File: src/rtl/shift_rotate_pkg.sv
// rtl/shift_rotate_pkg.sv - shared encodings for the iterative shift/rotate unit
package shift_rotate_pkg;

  localparam logic [1:0] MODE_ROT  = 2'b00;
  localparam logic [1:0] MODE_LSH  = 2'b01;
  localparam logic [1:0] MODE_ASH  = 2'b10;
  localparam logic [1:0] MODE_RSVD = 2'b11;

  localparam logic DIR_LEFT  = 1'b1;
  localparam logic DIR_RIGHT = 1'b0;

  typedef enum logic [1:0] {
    ST_IDLE,
    ST_RUN,
    ST_DONE
  } state_e;

endpackage

File: src/rtl/shift_step.sv
// rtl/shift_step.sv - combinational move of a value by k positions (rotate/logical/arithmetic)
module shift_step
  import shift_rotate_pkg::*;
#(
  parameter int WIDTH = 8,
  parameter int K_W   = 4
) (
  input  logic [WIDTH-1:0] value,
  input  logic [K_W-1:0]   k,
  input  logic             dir,
  input  logic [1:0]       mode,
  output logic [WIDTH-1:0] result
);

  logic [2*WIDTH-1:0] dbl_l;
  logic [2*WIDTH-1:0] dbl_r;

  always_comb begin
    // Doubling the operand turns a rotate into a plain shift of the pair.
    dbl_l  = {value, value} << k;
    dbl_r  = {value, value} >> k;
    result = value;
    case (mode)
      MODE_ROT: begin
        if (dir == DIR_LEFT) result = dbl_l[2*WIDTH-1:WIDTH];
        else                 result = dbl_r[WIDTH-1:0];
      end
      MODE_LSH: begin
        if (dir == DIR_RIGHT) result = value >> k;
        else                  result = value << k;
      end
      MODE_ASH: begin
        if (dir == DIR_LEFT) result = value << k;
        else                 result = WIDTH'($signed(value) >>> k);
      end
      default: result = value;
    endcase
  end

endmodule

File: src/rtl/shift_rotate_seq.sv
// rtl/shift_rotate_seq.sv - iterative shifter/rotator moving up to STEP positions per clock
module shift_rotate_seq
  import shift_rotate_pkg::*;
#(
  parameter  int WIDTH = 8,
  parameter  int STEP  = 1,
  localparam int AMT_W = $clog2(WIDTH) + 1
) (
  input  logic             clk,
  input  logic             reset_n,
  input  logic             op_en,
  input  logic [WIDTH-1:0] data_in,
  input  logic [AMT_W-1:0] amount,
  input  logic             dir,
  input  logic [1:0]       mode,
  output logic             ready,
  output logic [WIDTH-1:0] data_out,
  output logic             out_en,
  output logic             err
);

  localparam logic [AMT_W-1:0] STEP_A  = AMT_W'(STEP);
  localparam logic [AMT_W-1:0] WIDTH_A = AMT_W'(WIDTH);

  state_e           state;
  logic [WIDTH-1:0] work;
  logic [AMT_W-1:0] cnt;
  logic             dir_r;
  logic [1:0]       mode_r;
  logic [AMT_W-1:0] k;
  logic [WIDTH-1:0] step_val;
  logic             bad_req;

  assign k       = (cnt > STEP_A) ? STEP_A : cnt;
  assign bad_req = (amount > WIDTH_A) || (mode == MODE_RSVD);

  shift_step #(
    .WIDTH (WIDTH),
    .K_W   (AMT_W)
  ) u_step (
    .value  (work),
    .k      (k),
    .dir    (dir_r),
    .mode   (mode_r),
    .result (step_val)
  );

  always_ff @(posedge clk or negedge reset_n) begin
    if (!reset_n) begin
      state    <= ST_IDLE;
      work     <= '0;
      cnt      <= '0;
      dir_r    <= 1'b0;
      mode_r   <= MODE_ROT;
      ready    <= 1'b1;
      data_out <= '0;
      out_en   <= 1'b0;
      err      <= 1'b0;
    end else begin
      out_en <= 1'b0;
      case (state)
        ST_IDLE: begin
          if (op_en) begin
            dir_r  <= dir;
            mode_r <= mode;
            ready  <= 1'b0;
            if (bad_req) begin
              work     <= '0;
              cnt      <= '0;
              data_out <= '0;
              err      <= 1'b1;
              out_en   <= 1'b1;
              state    <= ST_DONE;
            end else if (amount == '0) begin
              work     <= data_in;
              cnt      <= '0;
              data_out <= data_in;
              err      <= 1'b0;
              out_en   <= 1'b1;
              state    <= ST_DONE;
            end else begin
              work  <= data_in;
              cnt   <= amount;
              state <= ST_RUN;
            end
          end
        end
        ST_RUN: begin
          work <= step_val;
          cnt  <= cnt - k;
          // Result registers update on the same edge that enters DONE.
          if (cnt == k) begin
            data_out <= step_val;
            err      <= 1'b0;
            out_en   <= 1'b1;
            state    <= ST_DONE;
          end
        end
        ST_DONE: begin
          ready <= 1'b1;
          state <= ST_IDLE;
        end
        default: begin
          ready <= 1'b1;
          state <= ST_IDLE;
        end
      endcase
    end
  end

endmodule

File: config.mk
export PLATFORM = sky130hd
export DESIGN_NAME = shift_rotate_seq
export DESIGN_NICKNAME = d
export VERILOG_FILES = /design/src/rtl/shift_rotate_pkg.sv /design/src/rtl/shift_step.sv /design/src/rtl/shift_rotate_seq.sv
export SDC_FILE = /design/constraint.sdc
export NUM_CORES = 1
export LEC_CHECK = 0
export BUFFER_PORTS_ARGS = -buffer_cell sky130_fd_sc_hd__buf_4
export CAP_MARGIN = 20
export CORE_MARGIN = 3
export CORE_UTILIZATION = 35
export CTS_BUF_LIST = sky130_fd_sc_hd__clkbuf_4 sky130_fd_sc_hd__clkbuf_8
export DETAILED_ROUTE_END_ITERATION = 12
export PLACE_DENSITY = 0.59
export SYNTH_ARGS = -nofsm -noshare
export SYNTH_HDL_FRONTEND = slang
export SYNTH_SLANG_ARGS = --single-unit
export TNS_END_PERCENT = 100
File: constraint.sdc
create_clock -name clk -period 1.9 [get_ports clk]
set_input_delay 0.38 -clock clk [delete_from_list [all_inputs] [get_ports clk]]
set_output_delay 0.38 -clock clk [all_outputs]
set_load 0.02 [all_outputs]
==> metrics.txt, run 1 <==
first-pass GRT wire length 6800 um; GRT busiest layer met2; vias in the first global route 1359; Psw 1400 uW; multi-input gate area in the final layout 838 um^2; placed insts 240; half-perimeter wire length after placement 3090 um; required time of the critical path 2.07 ns; total grt overflow 0; clk buf depth 2; flops & latches, synth 28; Vert. Die Dim 73.1 um; Power Dens Cells 1710 nW/um^2; met2 usage 26.4%; area grow syn2layout 29.4%; Post-synth EDFFs 0; synth top area cells dfrtp_1, mux2_2, mux2i_1, nand4_1, o21ai_0; Worst EP arrival 1.96 ns; Max-slew headroom 75.2%; layout cell share with drive strength beyond 1 38.3%; combinational share of power 54.9%; GR Util All Layers 16.4%; largest net degree at the start of global routing 29; post-layout min period 1.79 ns; clock sinks 28; CTS Hold Buffers Added 0; switch share 40.1%; H-tree depth 1; Fill cells 418; sequential share of power 31.6%; nets@finish 216; DR DRC count 0; status complete, no violations; maximum fanout along the worst path 5; Clock Power Share 13.5%; die area 5340 um^2; final hold violation count 0; Final WS setup 0.106 ns; crit share post-route 94.4%; CP max stage delay 0.40 ns; Max Freq 557 MHz; Slew @ Worst Pin 0.369 ns; P_leak 0.000909 uW; routing usage on met1 22.3%; Synth warnings 0; clk_lat worst skew 0.28 ns; post-synthesis cell type count 44; skew final 0.00177 ns; CP endpoint kind flop; standard-cell rows 23; total internal power 2090 uW; Die X 73.1 um; average wire per standard cell 16.5 um; initial drt markers 48; slowest cell on the critical path dfrtp_1; final setup vio count 0; via count 1372; Finished Layout Cells 246; io pins 29; mapped cell area 1570 um^2; Async SR Flop Fraction 100%; met3 GRT Util 3.72%; HP Class in -> async; drt first pass iters 4; Slew Limit Fails 0; total CTS buffers 3; TritonCTS clock tree built; Routed Antenna Nets 0; Buffers on Ports 28; cells along the critical path nor3_2 > or2_4 > ha_4 > nor3b_4 > and2_4 > a21o_4 > mux2_4; Yosys top cell by area dfrtp_1; Syn Inst Count 160; worst ir drop on vdd 0.753 mV; GPL Wtd Cong 0.940; Synth top cells by count dfrtp_1, nand2_1, mux2_2, nor2_1, o21ai_0; Seq. cell area 704 um^2; Setup WS pre-CTS -0.0278 ns; initial antenna violation count 0; initial core utilization 37.7%; final wirelength 4050 um; core footprint 4170 um^2; Layout Utilization 48.8%; worst path bufs/invs 0; diodes inserted 0; vias per cell 5.58; sequential fraction of the synthesis area 44.6%; Startpoint Class flop; syn nets 179; Reg clk slew, reported paths 0.09 ns; top-count cell post-synth dfrtp_1; final hold slack 0.00637 ns; CTS root buffer clkbuf_8; CP top delay family simple AND/OR/NAND/NOR gates; most used flip-flop cell after synthesis dfrtp_1; post-synth top area share 42.9%; Critical Setup Path Class reg -> reg; max-cap viol count 0; Post-Syn Area per Cell 9.84 um^2
## cells by family after synthesis
family / after synthesis / share of synthesized area (%)
muxes: 18 / 12.7
adders and majority gates: 1 / 0.795
DFF: 28 / 44.6
and+or+nand+nor: 57 / 19.7
AOI/OAI and AO/OA: 37 / 16.7
buffers and inverters: 19 / 5.48
## power groups by stage
stage                     Sequential (uW)  Clock (uW)  Combinational (uW)
after detailed placement             1110           0                1810
final                                1100         470                1920
after global placement               1100           0                1770
after CTS                            1100         486                1830
after floorplan                      1170           0                1180
after global routing                 1150         509                2110
## state kept, by name (all words and copies together) (netlist names)
| name | count |
|---|---|
| err | 1 |
| cnt | 4 |
| mode_r | 2 |
| state | 2 |
| work | 8 |
| ready | 1 |
| out_en | 1 |
| data_out | 8 |
| dir_r | 1 |
## cell type report
class | count | area share (%)
timing repair buffer | 44 | 16.4
sequential | 28 | 34.6
multi-input combinational | 113 | 41.2
inverter | 7 | 1.29
tap | 50 | 3.07
clock inverter | 1 | 1.47
clock buffer | 3 | 2.03
## metal layers
| metal | wire length (um) | vias up | part of all wire (%) |
|---|---|---|---|
| met2 | 1910 | 42 | 47 |
| li1 | - | 661 | - |
| met1 | 1860 | 663 | 46 |
| met3 | 216 | 6 | 5.3 |
| met5 | 0 | - | 0 |
| met4 | 63 | 0 | 1.6 |
## final timing paths
path | depth (start not counted) | to | slack, ns | start
max in group asynchronous | 1 | ready | 1.59 | reset_n
worst max register to register | 7 | err | 0.11 | cnt[1]
worst min-delay path | 1 | state[0] | 0.006 | reset_n
min in group clk | 3 | dir_r | 0.31 | dir
worst min register to register | 2 | ready | 0.49 | ready
worst max-delay path | 7 | err | 0.11 | cnt[1]
## layout by cell type (no fill, tap or decap), types with 2 or more instances in the layout
cell	count
dfrtp_1	25
mux2_2	10
clkbuf_8	3
buf_4	43
o31ai_1	2
mux2i_1	5
nand3_1	5
a21oi_1	5
and2_1	2
nand2_1	12
inv_1	7
dfrtp_2	2
o21ai_0	10
nor3_1	6
nand4_1	8
a31oi_1	3
o31a_1	5
nor2b_1	2
nor2_1	10
mux2_4	3
## what timing repair did
item                       CTS  global route
cloned                       0             0
pin swaps                    0             1
buffers inserted             0             2
resized for setup            1             4
setup endpoints to repair    7            10
## per-stage QoR
stage | TNS (ns) | total power [uW] | area (um^2)
4_1_cts | 0 | 3410 | 2010
6_report | 0 | 3490 | 2040
3_3_place_gp | 0 | 2870 | 1930
3_5_place_dp | -0.0931 | 2920 | 1930
2_1_floorplan | -0.0228 | 2350 | 1610
5_1_grt | -0.00280 | 3770 | 2040
(Power assumes the default switching activity.)
==> run 2: changes to the inputs <==
Settings changed: RECOVER_POWER set to 25.
==> metrics.txt, run 2 (same netlist as run 1, synthesis figures left out) <==
status complete, but fails checks; failing checks capacitance limit, slew limit; reg2reg setup slack 0.11 ns (about the same); layout cell share with drive strength beyond 1 37.8% (-0.51 points); nets@finish 216 (unchanged); Worst EP arrival 1.96 ns (about the same); final hold slack 0.314 ns (+0.308 ns); initial core utilization 37.7% (unchanged); met1 wire length 1860 um (unchanged); DR DRC count 0 (unchanged); reg2reg path depth 7 (unchanged); H-tree depth 1 (unchanged); die area 5340 um^2 (unchanged); GPL Wtd Cong 0.940 (unchanged); Fill cells 418 (unchanged); Seq. cell area 704 um^2 (unchanged); Hold Path Depth 3; maximum fanout along the worst path 5 (unchanged); vias in the first global route 1359 (unchanged); half-perimeter wire length after placement 3090 um (unchanged); commonest non-fill, non-tap cell in the layout buf_4; most frequent cells in the layout buf_4, dfrtp_1, nand2_1; cells along the critical path nor3_2 > or2_4 > ha_4 > nor3b_4 > and2_4 > a21o_4 > mux2_4; average wire per standard cell 16.4 um (-0.27%); clk_lat worst skew 0.28 ns (about the same); multi-input gate area in the final layout 838 um^2 (unchanged); metal2 WL 1910 um (-0.31%); Vert. Die Dim 73.1 um (unchanged); crit share post-route 94.4% (unchanged); clock sinks 28 (unchanged); top flop regs data_out x8, work x8, cnt x4; HP Class in -> reg; CTS Hold Buffers Added 0 (unchanged); RR Endpoint err; max-cap viol count 1 (+1); CP endpoint kind flop; TritonCTS clock tree built; total grt overflow 0 (unchanged); largest net degree at the start of global routing 29 (unchanged); final hold violation count 0 (unchanged); CP max stage delay 0.40 ns (about the same); Max-slew headroom -2.39% (-78 points); initial drt markers 48 (unchanged); required time of the critical path 2.07 ns (about the same); Buffers on Ports 28 (unchanged); Critical Setup Path Class reg -> reg; core footprint 4170 um^2 (unchanged); drt first pass iters 4 (unchanged); final setup vio count 0 (unchanged); final wirelength 4040 um (-0.27%); Finished Layout Cells 246 (unchanged); Die X 73.1 um (unchanged); Hold EP dir_r; first-pass GRT wire length 6800 um (unchanged); Reg clk slew, reported paths 0.09 ns (about the same); vias per cell 5.55 (-0.44%); FF-to-FF Start cnt[1]; DR top layer met4; Startpoint Class flop; Max Freq 557 MHz (unchanged); diodes inserted 0 (unchanged); total CTS buffers 3 (unchanged); GR Util All Layers 16.4% (unchanged); Routed Antenna Nets 0 (unchanged); standard-cell rows 23 (unchanged); critical hold path startpoint dir; area grow syn2layout 29.2%; initial antenna violation count 0 (unchanged); post-layout min period 1.79 ns (unchanged); P_leak 0.000905 uW (-0.40%); placed insts 240 (unchanged); CTS root buffer clkbuf_8; Slew @ Worst Pin 1.54 ns (+1.17 ns); worst ir drop on vdd 0.753 mV (about the same); slowest cell on the critical path dfrtp_1; clk buf depth 2 (unchanged); io pins 29 (unchanged); Power Dens Cells 1720 nW/um^2 (+0.10%); Slew Limit Fails 29 (+29); via count 1366 (-0.44%); skew final 0.00177 ns (unchanged); WL met3 212 um (-1.9%)
-- run 2: worst max path at each step --
stage                start     endpoint  slack, ns  depth (start not counted)
floorplan           cnt[1]  data_out[0]     -0.008                          9
global placement    cnt[2]  data_out[2]      0.009                          8
detailed placement  cnt[2]  data_out[5]      -0.03                          8
CTS                 cnt[2]  data_out[5]       0.06                          8
global route        cnt[3]  data_out[1]     -0.003                          8
finish              cnt[1]          err       0.11                          7
-- run 2: per-stage QoR --
step	setup TNS, ns	power (uW)	util [%]	worst slack [ns]	cell area (um^2)
after floorplan	-0.0228	2350	-	-0.00762	1610
after global placement	0	2870	46.2	0.00922	1930
after detailed placement	-0.0931	2920	46.2	-0.0278	1930
after CTS	0	3410	48.1	0.0639	2010
after global routing	-0.00280	3770	48.7	-0.00280	2030
final	0	3490	48.7	0.106	2030
-- run 2: worst max-delay path, delay by kind of cell, from the launching register on --
family / cells / cell delay (ns)
AND/OR/NAND/NOR: 4 / 0.61
multiplexers: 1 / 0.30
adder cells (fa/ha/maj): 1 / 0.17
AO/OA/AOI/OAI: 1 / 0.21
flip-flops: 1 / 0.40
-- run 2: area by class of cell --
cell class | instances | share of cell area (%)
Clock buffer | 3 | 2.03
Clock inverter | 1 | 1.48
Inverter | 7 | 1.29
Multi-Input combinational cell | 113 | 41.2
Sequential cell | 28 | 34.6
Tap cell | 50 | 3.08
Timing Repair Buffer | 44 | 16.2
-- run 2: repair_timing --
action                     CTS  global route
setup buffers                0             2
pin swaps                    0             1
gates resized for setup      1             4
setup endpoints to repair    7            10
-- run 2: power by group --
group | internal (uW) | switching [uW] | total (uW)
Clock | 282 | 188 | 471
Combinational | 954 | 961 | 1910
Sequential | 855 | 250 | 1100
Total | 2090 | 1400 | 3490
-- run 2: metal layers --
layer	track usage (%)	up-vias
li1	-	661
met1	22.3	659
met2	26.4	40
met3	3.72	6
met4	4.10	0
met5	0	-
